**src/rtl/arb_depth_sync_fifo.sv**
```systemverilog
// ============================================================================
// Module      : arb_depth_sync_fifo
// Description : Single-clock FIFO of arbitrary (non power-of-two) depth with
//               count-decoded flags. `ARB_FIFO_FWFT_EN selects first-word-
//               fall-through read data; the default build uses registered dout.
// Revision    : 1.0 - initial release
// ============================================================================
`default_nettype none

module arb_depth_sync_fifo #(
  parameter int WIDTH     = 8,
  parameter int DEPTH     = 13,
  parameter int AF_THRESH = DEPTH - 2,
  parameter int AE_THRESH = 2,
  localparam int CW       = $clog2(DEPTH + 1)
) (
  input  logic             clk,
  input  logic             rst,
  input  logic             wr_en,
  input  logic [WIDTH-1:0] din,
  input  logic             rd_en,
  output logic [WIDTH-1:0] dout,
  output logic             wfull,
  output logic             rempty,
  output logic             almost_full,
  output logic             almost_empty,
  output logic [CW-1:0]    count,
  output logic             overflow,
  output logic             underflow
);

  localparam int PW = $clog2(DEPTH);
  localparam logic [PW-1:0] LAST_ADDR = PW'(DEPTH - 1);

  logic [WIDTH-1:0] mem [DEPTH];
  logic [PW-1:0]    wr_ptr;
  logic [PW-1:0]    rd_ptr;
  logic             wr_acc;
  logic             rd_acc;

  // Flags depend on the count register alone, never on this cycle's requests.
  assign wfull        = (count == CW'(DEPTH));
  assign rempty       = (count == '0);
  assign almost_full  = (count >= CW'(AF_THRESH));
  assign almost_empty = (count <= CW'(AE_THRESH));

  assign wr_acc = wr_en & ~wfull;
  assign rd_acc = rd_en & ~rempty;

  always_ff @(posedge clk or posedge rst) begin
    if (rst) begin
      wr_ptr    <= '0;
      rd_ptr    <= '0;
      count     <= '0;
      overflow  <= 1'b0;
      underflow <= 1'b0;
    end else begin
      if (wr_acc) begin
        wr_ptr <= (wr_ptr == LAST_ADDR) ? '0 : wr_ptr + PW'(1);
      end
      if (rd_acc) begin
        rd_ptr <= (rd_ptr == LAST_ADDR) ? '0 : rd_ptr + PW'(1);
      end
      case ({wr_acc, rd_acc})
        2'b10:   count <= count + CW'(1);
        2'b01:   count <= count - CW'(1);
        default: count <= count;
      endcase
      overflow  <= wr_en & wfull;
      underflow <= rd_en & rempty;
    end
  end

  // Storage is deliberately left out of reset; the pointers alone define content.
  always_ff @(posedge clk) begin
    if (wr_acc && !rst) begin
      mem[wr_ptr] <= din;
    end
  end

`ifdef ARB_FIFO_FWFT_EN
  assign dout = mem[rd_ptr];
`else
  always_ff @(posedge clk or posedge rst) begin
    if (rst) begin
      dout <= '0;
    end else if (rd_acc) begin
      dout <= mem[rd_ptr];
    end
  end
`endif

endmodule

`default_nettype wire

```
**config.mk**
```make
export PLATFORM = sky130hd
export DESIGN_NAME = arb_depth_sync_fifo
export DESIGN_NICKNAME = d
export VERILOG_FILES = /design/src/rtl/arb_depth_sync_fifo.sv
export SDC_FILE = /design/constraint.sdc
export NUM_CORES = 1
export LEC_CHECK = 0
export BUFFER_PORTS_ARGS = -buffer_cell sky130_fd_sc_hd__buf_2
export CORE_MARGIN = 1.5
export CORE_UTILIZATION = 30
export DETAILED_ROUTE_END_ITERATION = 16
export HOLD_SLACK_MARGIN = 0.03
export MAX_ROUTING_LAYER = met4
export REMOVE_ABC_BUFFERS = 1
export SLEW_MARGIN = 25
export SYNTH_ARGS = -nofsm -noshare
export SYNTH_HDL_FRONTEND = slang
export SYNTH_SLANG_ARGS = --single-unit
```
**constraint.sdc**
```tcl
create_clock -name clk -period 2.4 [get_ports clk]
set_input_delay 0.12 -clock clk [delete_from_list [all_inputs] [get_ports clk]]
set_output_delay 0.12 -clock clk [all_outputs]
set_load 0.05 [all_outputs]
```
==> metrics.txt <==
layout cell share with drive strength beyond 1=27.1%; CP max FO=13; Hold WC Path Type=in2reg; vias in the first global route=2901; post-route cell area=6290 µm²; Root Driver=clkbuf_16; Min Clock Period, post-route=2250 ps; Mean Syn Cell Area=17.3 µm²; Multi-input gate area=1420 µm²; Internal Dissipation=5.33 mW; Fmax=444 MHz; worst skew pair latency=410 ps; CTS Sinks=126; top cell type's share of synthesized area=59.7%; Register Area=3680 µm²; setup TNS=0 ps; via count=2805; Setup Viol. Count Final=0; Primary FF master, synth=edfxtp_1; Synth area leaders=edfxtp_1 (60%), dfrtp_1 (11%), mux4_2 (6.9%), mux2i_1 (2.3%), ha_1 (2.2%); placed cell count=552; R2R Path Start=count[1]$_DFFE_PP0P_; Clock Tree Buf Depth=2; Final Cycle Share=93.9%; Worst Setup End Kind=flop; Slew headroom=42.6%; Mapped Area=5240 µm²; drt drc=0; top post-synthesis cells by count=edfxtp_1 (104), dfrtp_1 (22), mux4_2 (16); drt wl/cell=18.7 µm; Max Cap Viol=0; Seq/Total Area, Yosys=70.2%; Routed WL=11.0 mm; worst path required time=2450 ps; Power Density=1270 nW/µm²; Final Slew Violations=0; core area=17200 µm²; fraction of registers with async set/reset=17.5%; Post-synth EDFFs=104; synthesized flop and latch total=126; Port-buffer cells=29; NetSw=2.66 mW; Ports=30; Routed Antenna Nets=0; Hold Vio Cnt, Final=0; ant diodes=0; RSZ-0062 raised after global routing=no; nets=370; Gate power share=30.9%; Worst R2R End=mem[8][5]$_DFFE_PP_; DR pass1 iterations=4; first-pass GRT wire length=17.1 mm; Seq pwr share=36.6%; Chip Width=135 µm; filler cell count=1632; total CTS buffers=17; Initial Util=30.5%; antenna violations before repair=0; cell count after synthesis=302; Synth cell types=44; count leader, synth=edfxtp_1; P&R area growth vs syn=20.1%; chip height=135 µm; # H-tree levels=4; critical path type=reg2reg; dpl hpwl=7.15 mm; largest net degree at the start of global routing=35; CP Launch Type=flop; Switching Share=33.3%; Setup Skew=14.3 ps; total setup buffers inserted after CTS=0; Static Leak=2.23 nW; via-per-instance ratio=4.78; Hold Path Origin=din[5]; Yosys top cell by area=edfxtp_1; Overflow after GRT=0; drt initial violations=204; Clk pwr share=32.5%; Worst Hold Endpoint=mem[11][5]$_DFFE_PP_; final std cells w/o fill=587; worst reg-to-reg setup slack=150 ps; Fin Hold WS=100 ps; R2R depth=5; hold path cells=1; GRT Util Overall=13.4%; status=finished clean; CTS tree=done; RePlAce Congestion=0.738; Slew @ Worst Pin=856 ps; site row count=48; clk slew on worst S/H paths=50 ps; Yosys warning count=0; VDD IR-drop max=668 µV; critical path arrival=2310 ps; die area=18300 µm²; post-place instance area=5650 µm²
metal layers:
layer  vias to the layer above  track usage [%]  wire [µm]  share of wire (%)
li1                       1281                -          -                  -
met1                      1439             17.2       4920                 45
met2                        75             20.7       5450                 50
met3                        10             2.85        480                4.4
met4                         0             5.38        108               0.99
met5                         -                -          0                  0
final cells by class:
class | count | area share, %
Sequential cell | 126 | 58.5
Multi-Input combinational cell | 155 | 22.6
Clock buffer | 17 | 6.76
Timing Repair Buffer | 43 | 4.50
Tap cell | 225 | 4.48
Clock inverter | 15 | 2.81
Inverter | 6 | 0.358
power by group through the flow:
stage	Clock, mW	Sequential [mW]	Combinational (mW)
final	2.60	2.93	2.47
after global routing	2.74	2.96	2.68
after CTS	2.65	2.92	2.50
after detailed placement	0	2.96	2.49
after global placement	0	2.94	2.45
after floorplan	0	3.42	1.22
layout by cell type, fill, tap and decap left out, types with 12 or more instances in the layout:
cell	synthesis	layout
edfxtp_1	104	104
buf_2	8	29
dfrtp_1	22	20
clkbuf_16	0	17
mux4_2	16	16
a21oi_1	14	14
and2_1	14	14
o21ai_0	12	12
mux2i_1	12	12
cell families after synthesis:
logic type | share of synthesized area (%)
xor+xnor | 0.836
simple gates | 6.48
buf+inv | 2.63
flops | 70.2
fa+ha+maj | 2.15
compound gates | 5.54
mux | 12.2
worst max-delay path: stages, from the launching register on:
cell	delay (ps)
dfrtp_1	470
and4b_1	260
nand2b_4	210
nor4b_1	370
buf_4	190
and2_1	400
timing repair:
item	in CTS	in global routing
endpoints found under the hold margin	24	0
hold buffers	3	0
setup endpoints to repair	0	1
gates resized for setup	0	2
worst max path at each step:
stage	start	to	slack, ps	depth (start not counted)
floorplan	count[0]$_DFFE_PP0P_	count[2]$_DFFE_PP0P_	-720	10
global placement	count[2]$_DFFE_PP0P_	mem[9][4]$_DFFE_PP_	150	5
detailed placement	count[2]$_DFFE_PP0P_	mem[8][5]$_DFFE_PP_	100	5
CTS	count[2]$_DFFE_PP0P_	mem[11][7]$_DFFE_PP_	90	5
global route	count[3]$_DFFE_PP0P_	count[2]$_DFFE_PP0P_	20	10
finish	count[1]$_DFFE_PP0P_	mem[8][5]$_DFFE_PP_	150	5
sequential cells by signal, indices dropped and copies added, names as in the netlist:
register and count:
mem 104, dout 8, count 4, rd_ptr 4, wr_ptr 4, overflow 1
underflow 1
metrics by stage:
step           worst slack [ps]  utilization [%]  power (mW)
2_1_floorplan              -723                -        4.64
3_3_place_gp                147             32.9        5.40
3_5_place_dp                104             32.9        5.45
4_1_cts                    85.9             36.6        8.07
5_1_grt                    23.2             36.6        8.39
6_report                    147             36.6        7.99
No activity file was read; power rests on OpenSTA's default activity.
